$ cat src/rtl/prog_loader.sv
// Streams 16 bytes into a 16-entry CPU program RAM, then releases the CPU from reset.
// Define PROG_LOADER_CHECKSUM_EN to require a trailing checksum byte before the release.
module prog_loader (
  input  logic       wb_clk_i,
  input  logic       wb_rst_ni,
  input  logic       start,
  input  logic       in_valid,
  input  logic [7:0] in_data,
  output logic       in_ready,
  output logic       load_ram,
  output logic [3:0] load_addr,
  output logic [7:0] load_data,
  output logic       cpu_reset,
  output logic       busy,
  output logic       done,
  output logic       error,
  output logic [4:0] byte_count
);

  typedef enum logic [2:0] {
    IDLE  = 3'd0,
    LOAD  = 3'd1,
    CHECK = 3'd2,
    RUN   = 3'd3,
    ERR   = 3'd4
  } state_e;

  localparam logic [3:0] LAST_ADDR = 4'd15;
  localparam logic [4:0] COUNT_MAX = 5'd17;

  state_e     state_q, state_d;
  logic [3:0] addr_q, addr_d;
  logic [7:0] sum_q, sum_d;
  logic [4:0] count_q, count_d;
  logic       load_ram_q, load_ram_d;
  logic [3:0] load_addr_q, load_addr_d;
  logic [7:0] load_data_q, load_data_d;
  logic       cpu_reset_q, cpu_reset_d;
  logic       busy_q, busy_d;
  logic       done_q, done_d;
  logic       error_q, error_d;
  logic       accept;

  // A pending start blocks the stream so a byte never straddles two sessions.
  always_comb begin
    in_ready = ((state_q == LOAD) || (state_q == CHECK)) && !start;
    accept   = in_valid && in_ready;
  end

  always_comb begin
    // NOTE: every always_comb output gets a default first so no path infers a latch.
    state_d     = state_q;
    addr_d      = addr_q;
    sum_d       = sum_q;
    count_d     = count_q;
    load_ram_d  = 1'b0;
    load_addr_d = load_addr_q;
    load_data_d = load_data_q;

    if (start) begin
      state_d = LOAD;
      addr_d  = '0;
      sum_d   = '0;
      count_d = '0;
    end else begin
      unique case (state_q)
        LOAD: begin
          if (accept) begin
            load_ram_d  = 1'b1;
            load_addr_d = addr_q;
            load_data_d = in_data;
            sum_d       = sum_q + in_data;
            count_d     = (count_q == COUNT_MAX) ? count_q : count_q + 5'd1;
            addr_d      = addr_q + 4'd1;
            if (addr_q == LAST_ADDR) begin
`ifdef PROG_LOADER_CHECKSUM_EN
              state_d = CHECK;
`else
              state_d = RUN;
`endif
            end
          end
        end
`ifdef PROG_LOADER_CHECKSUM_EN
        CHECK: begin
          if (accept) begin
            count_d = (count_q == COUNT_MAX) ? count_q : count_q + 5'd1;
            state_d = (in_data == sum_q) ? RUN : ERR;
          end
        end
`endif
        default: ;
      endcase
    end

    busy_d      = (state_d == LOAD) || (state_d == CHECK);
    done_d      = (state_d == RUN);
    error_d     = (state_d == ERR);
    // Release only once RUN has already been held for a cycle, and re-assert on leaving it.
    cpu_reset_d = !((state_q == RUN) && (state_d == RUN));
  end

  always_ff @(posedge wb_clk_i) begin
    // NOTE: the reset is sampled on the clock edge, so it is synchronous by construction.
    if (!wb_rst_ni) begin
      state_q     <= IDLE;
      addr_q      <= '0;
      sum_q       <= '0;
      count_q     <= '0;
      load_ram_q  <= 1'b0;
      load_addr_q <= '0;
      load_data_q <= '0;
      cpu_reset_q <= 1'b1;
      busy_q      <= 1'b0;
      done_q      <= 1'b0;
      error_q     <= 1'b0;
    end else begin
      // NOTE: non-blocking assignments so every flop samples the pre-edge values.
      state_q     <= state_d;
      addr_q      <= addr_d;
      sum_q       <= sum_d;
      count_q     <= count_d;
      load_ram_q  <= load_ram_d;
      load_addr_q <= load_addr_d;
      load_data_q <= load_data_d;
      cpu_reset_q <= cpu_reset_d;
      busy_q      <= busy_d;
      done_q      <= done_d;
      error_q     <= error_d;
    end
  end

  assign load_ram   = load_ram_q;
  assign load_addr  = load_addr_q;
  assign load_data  = load_data_q;
  assign cpu_reset  = cpu_reset_q;
  assign busy       = busy_q;
  assign done       = done_q;
  assign error      = error_q;
  assign byte_count = count_q;

endmodule

$ cat config.mk
export PLATFORM = sky130hd
export DESIGN_NAME = prog_loader
export DESIGN_NICKNAME = d
export VERILOG_FILES = /design/src/rtl/prog_loader.sv
export SDC_FILE = /design/constraint.sdc
export NUM_CORES = 1
export LEC_CHECK = 0
export CAP_MARGIN = 20
export CORE_MARGIN = 1.5
export CORE_UTILIZATION = 41
export DETAILED_ROUTE_END_ITERATION = 6
export HOLD_SLACK_MARGIN = 0.12
export PLACE_DENSITY = 0.71
export SYNTH_ARGS = -nofsm -noshare
export SYNTH_HDL_FRONTEND = slang
export SYNTH_SLANG_ARGS = --single-unit
$ cat constraint.sdc
create_clock -name wb_clk_i -period 2 [get_ports wb_clk_i]
set_clock_uncertainty 0.2 [all_clocks]
set_input_delay 0.2 -clock wb_clk_i [delete_from_list [all_inputs] [get_ports wb_clk_i]]
set_output_delay 0.2 -clock wb_clk_i [all_outputs]
set_load 0.05 [all_outputs]
==> flow_summary.toml, run 1 <==
[cts]
insertion_delay_ns = 0.33
cts.sinks = 29
cts_hold_buf = 0
ctsHtreeMaxLevel = 2
clkTransAtPathRegs_ns = 0.09
cts_made_buffers = 5
cts_tree = "yes"
clk_path_buf_depth = 2
ctsRootBufferMaster = "clkbuf_4"

[synthesis]
synth_area_mm2 = 0.001205
avgSynthCellArea_um2 = 8.795
syn-instance-count = 137
yosys.area.top_type = "dfxtp_1"
synth-async-reset-ratio = 0
synthMostInstantiatedCell = "dfxtp_1"
synth_common_cells = "dfxtp_1 (29), a21oi_1 (22), nand3_1 (18)"
ys_ff_latch = 29
yosysUniqueCellTypes = 26
yosys.area.top_type_share = 0.4818
synth_nets = 152
synth_edf_count = 0
synthTopCellsByArea = "dfxtp_1 (48%), a21oi_1 (9.1%), nand3_1 (7.5%), o21ai_0 (6.6%), ha_1 (3.1%)"
ys_warn_count = 0
synth_ff_type = "dfxtp_1"
synth-seq-area-share = 0.4818

[drt]
vias_per_cell = 5.735
dr.pass1.iters = 4
wirelength_mm = 2.769
vias = 1170
post_drt_wl_per_cell_um = 13.57
ant_nets = 0
drt_first_iter_violations = 18
drc_errors = 0

[floorplanning]
die_x_um = 57.21
die-height_um = 57.21
io_pins = 35
start_util = 0.4332
dieArea_mm2 = 0.003273
coreArea_mm2 = 0.002781
row_count = 19

[setup_path]
cp-start-kind = "flip-flop"
arrival_ns = 1.55
crit_path_max_fanout = 4
cp_num_buf_inv = 1
end_kind = "output pin"
path_class = "flip-flop to output pin"
crit_required_ns = 1.60
critical-path-top-delay-family = "buffers and inverters"
path_cells = "clkdlybuf4s50_1"
worst_path_max_delay_cell = "clkdlybuf4s50_1"
slowest_delay_ns = 0.84

[global_routing]
grt_usage = 0.1897
grt-ovfl-total = 0
grt_max_degree = 29
grt_pass1_vias = 1128
antenna_found_initial = 0
grt_pass1_wl_mm = 4.871

[timing]
fin_crit_sh = 0.9738
setup_viol = 0
drv_slew = 0
rsz0062_at_grt = "false"
worst_pin_slew_ns = 0.5148
holdWs_ns = 0.2250
hold_viol = 0
period_minus_slack_ns = 1.948
max_freq_mhz = 513.5
maxSlewHeadroom = 0.6557
tns_ns = 0

[min_path]
worstHoldPathType = "input port to flip-flop"

[pwr]
ir_drop_v = 0.0005275
p_leak_uw = 0.0006449
power.density_mw_per_mm2 = 636.5

[placement]
portBuffers = 34
globalplace.congestion = 0.7470
hpwl_mm = 1.852

[run]
max_cap_viol_count = 0

[final_layout]
antenna_cells = 0
drive_gt1_frac = 0.08092
area_growth_pct = 37.69
fin_nets = 188
nFillCells = 254

[outcome]
outcome = "finished clean"
where the power goes:
| group | switching, uW | leakage (uW) | internal, uW | total, uW |
|---|---|---|---|---|
| logic | 62.4 | 0.000379 | 48.9 | 111 |
| clock network | 188 | 0.0000314 | 166 | 354 |
| registers | 5.76 | 0.000235 | 585 | 591 |
| total | 256 | 0.000645 | 800 | 1060 |
stage by stage:
step           area (um2)  instances  utilization  total power (uW)  setup WS, ns
5_1_grt              1659        204       0.5965              1104      0.003008
2_1_floorplan        1210        137            -             663.6       0.08432
3_3_place_gp         1594        197       0.5731             714.6       0.09490
4_1_cts              1649        204       0.5929              1067      0.002109
3_5_place_dp         1594        197       0.5731             716.4       0.06600
6_report             1659        204       0.5965              1056       0.05250
timing repair:
| item | in CTS | in global routing |
|---|---|---|
| resized for setup | 0 | 4 |
| hold endpoints to repair | 0 | 0 |
| setup endpoints to repair | 0 | 4 |
| buffers inserted | 0 | 0 |
cell families (layout without fill, tap and decap cells):
family	after synthesis	after routing	synth area share
simple gates	45	45	0.2285
compound gates	44	44	0.1952
flops	29	29	0.4818
buf+inv	14	50	0.04776
fa+ha+maj	3	3	0.03116
xor+xnor	1	1	0.007270
mux	1	1	0.008308
layout make-up:
class	count	area [um2]	share of cell area
Sequential cell	29	580.6	0.3499
Tap cell	31	38.79	0.02338
Multi-Input combinational cell	94	571.8	0.3446
Inverter	4	15.01	0.009050
Clock buffer	7	55.05	0.03318
Timing Repair Buffer	39	397.9	0.2398
registers in the layout (all words and copies together), names as in the netlist, 3 cells and up:
signal / count
load_data: 8
byte_count: 5
addr_q: 4
load_addr: 4
state_q: 3
per-layer routing:
metal  global-route usage  vias up  share of wire
li1                     -      571              -
met1               0.2213      565           0.43
met2               0.3235       31           0.50
met3              0.06349        3          0.057
met4              0.06977        0          0.012
met5                    0        -              0
path summary, 6_finish.rpt:
kind	startpoint	to	slack, ns	cells past startpoint
min	in_data[4]	load_data[4]$_SDFFE_PN0P_	0.23	3
max reg2reg	byte_count[1]$_SDFFE_PP0P_	byte_count[0]$_SDFFE_PP0P_	0.30	6
max	byte_count[4]$_SDFFE_PP0P_	byte_count[4]	0.05	1
min reg2reg	load_data[3]$_SDFFE_PN0P_	load_data[3]$_SDFFE_PN0P_	0.28	2
layout by cell type, fill, tap and decap left out:
cell type,n
dfxtp_1,29
clkdlybuf4s50_1,29
a21oi_1,22
nand3_1,18
o21ai_0,16
o31ai_1,5
or4_1,5
clkbuf_4,5
buf_4,5
inv_1,4
dlymetal6s2s_1,4
nor2b_1,3
or3_1,3
ha_1,3
nor4bb_1,2
and3_1,2
nor2_1,2
nand2_1,2
xnor2_1,1
nor3_2,1
nand4bb_1,1
nand2b_1,1
and4bb_2,1
and2_1,1
nand4b_1,1
nor3_1,1
a21o_1,1
nor3b_1,1
mux2i_1,1
clkbuf_8,1
clkbuf_1,1
buf_12,1
(Power assumes the default switching activity.)
==> inputs of run 2 (changes only) <==
- CELL_PAD_IN_SITES_DETAIL_PLACEMENT: unset -> 1
- CELL_PAD_IN_SITES_GLOBAL_PLACEMENT: unset -> 2
- CORE_UTILIZATION: 41 -> 28
- CTS_BUF_LIST: unset -> sky130_fd_sc_hd__clkbuf_2
- PLACE_DENSITY: 0.71 -> unset
- PLACE_DENSITY_LB_ADDON: unset -> 0.1
==> run 2 against run 1 <==
- critical path depth unchanged
- first-iteration DRC count fell by 22%
- die area up 44%
- global-route usage down 3.3 points
- sequential share of layout area decreased by 1.0 points
- final cell count up 12%
- sequential power about the same
- worst setup slack better by 0.046 ns
- routed wire length is 20% higher
- clock-buffer cell count shrank 2
- largest cell class unchanged
==> flow_summary.toml, run 2 (synthesis gave the netlist of run 1 again) <==
[outcome]
outcome = "finished clean"

[min_path]
min_path_cells = 3
worstHoldPathType = "input port to flip-flop"
min_from = "in_data[2]"
whs_endpoint = "load_data[2]$_SDFFE_PN0P_"

[cts]
clk_path_buf_depth = 2
post-cts-setup-buffer-count = 0
insertion_delay_ns = 0.35
clkTransAtPathRegs_ns = 0.14
cts_made_buffers = 5
cts.sinks = 29
cts_tree = "yes"
ctsRootBufferMaster = "clkbuf_2"
ctsHtreeMaxLevel = 2
cts_hold_buf = 0

[timing]
hold_viol = 0
period_minus_slack_ns = 1.901
fin_ws_ns = 0.09883
max_freq_mhz = 526.0
worst_pin_slew_ns = 0.5135
drv_slew = 0
setup_viol = 0
rsz0062_at_grt = "false"
tns_ns = 0
fin_crit_sh = 0.9506
maxSlewHeadroom = 0.6571

[placement]
dp_slack_ns = 0.05421
hpwl_mm = 2.372
post-place-cells = 220
portBuffers = 34
placed_area_mm2 = 0.001660
globalplace.congestion = 0.6677

[floorplanning]
row_count = 23
coreArea_mm2 = 0.004058
start_util = 0.2969
die-height_um = 68.60
io_pins = 35
die_x_um = 68.60
dieArea_mm2 = 0.004706

[setup_path]
cp-start-kind = "flip-flop"
path_cells = "clkdlybuf4s50_1"
path_class = "flip-flop to output pin"
end_kind = "output pin"
worst_path_max_delay_cell = "clkdlybuf4s50_1"
r2r_cells = 4
critical-path-top-delay-family = "buffers and inverters"
reg2reg_slack_ns = 0.26
slowest_delay_ns = 0.80
reg2reg_from = "state_q[0]$_SDFF_PN0_"
rr_endpoint = "byte_count[3]$_SDFFE_PP0P_"
arrival_ns = 1.50
crit_required_ns = 1.60
crit_path_max_fanout = 2
cp_num_buf_inv = 1

[drt]
wirelength_mm = 3.309
post_drt_wl_per_cell_um = 14.51
ant_nets = 0
drt_first_iter_violations = 14
vias_per_cell = 5.118
vias = 1167
drc_errors = 0
dr.pass1.iters = 4

[final_layout]
area_growth_pct = 42.06
fin_cells = 228
design_area_mm2 = 0.001712
final_cell_mix = "dfxtp_1 (28), a21oi_1 (22), clkdlybuf4s50_1 (22), nand3_1 (18), o21ai_0 (16)"
nFillCells = 471
largest_reg_flops = 8
fin_nets = 192
drive_gt1_frac = 0.1067
final_common_cell = "dfxtp_1"
antenna_cells = 0

[run]
max_cap_viol_count = 0

[global_routing]
grt_max_degree = 24
grt_pass1_wl_mm = 5.382
grt_usage = 0.1568
grt_pass1_vias = 1123
antenna_found_initial = 0
grt-ovfl-total = 0

[pwr]
p_leak_uw = 0.0007390
ir_drop_v = 0.0003019
power.density_mw_per_mm2 = 576.3
==> run 2: what timing repair did <==
item,4_1_cts,5_1_grt
cloned,0,0
pin swaps,0,0
hold endpoints to repair,0,0
endpoints found under the setup margin,4,8
resized for setup,4,8
==> run 2: through the flow <==
stage          total power [uW]  hold slack (ns)    util
6_report                  986.4           0.2052  0.4218
5_1_grt                    1047           0.1552  0.4218
4_1_cts                    1013           0.1704  0.4172
3_5_place_dp              725.5           0.2693  0.4092
3_3_place_gp              723.1           0.2631  0.4092
2_1_floorplan             663.6           0.1158       -
==> run 2: worst max path at each step <==
stage / from / endpoint / slack [ns] / cells after the start
2_1_floorplan: state_q[1]$_SDFF_PN0_ / in_ready / 0.08 / 4
3_3_place_gp: start / byte_count[0]$_SDFFE_PP0P_ / 0.10 / 5
3_5_place_dp: start / byte_count[3]$_SDFFE_PP0P_ / 0.05 / 5
4_1_cts: byte_count[4]$_SDFFE_PP0P_ / byte_count[4] / 0.006 / 1
5_1_grt: cpu_reset$_SDFF_PN1_ / cpu_reset / 0.003 / 1
6_report: load_data[2]$_SDFFE_PN0P_ / load_data[2] / 0.1 / 1
==> run 2: cell type report <==
type                            count  area [um2]  area share
Inverter                            4       15.01    0.008772
Multi-Input combinational cell     94       571.8      0.3341
Timing Repair Buffer               43       442.9      0.2588
Clock buffer                        5       25.02     0.01462
Sequential cell                    29       581.8      0.3399
Clock inverter                      3       12.51    0.007310
Tap cell                           50       62.56     0.03655
==> run 2: where the power goes <==
part	switching (uW)	total [uW]	internal, uW
clock	199	275	76.4
combinational	65.5	119	53.2
sequential	6.20	593	587
total	270	986	716
==> run 2: routing by layer <==
| metal | global-route usage | part of all wire |
|---|---|---|
| met5 | 0 | 0 |
| met4 | 0.05250 | 0.014 |
| met3 | 0.05844 | 0.050 |
| met2 | 0.2536 | 0.48 |
| met1 | 0.1909 | 0.46 |
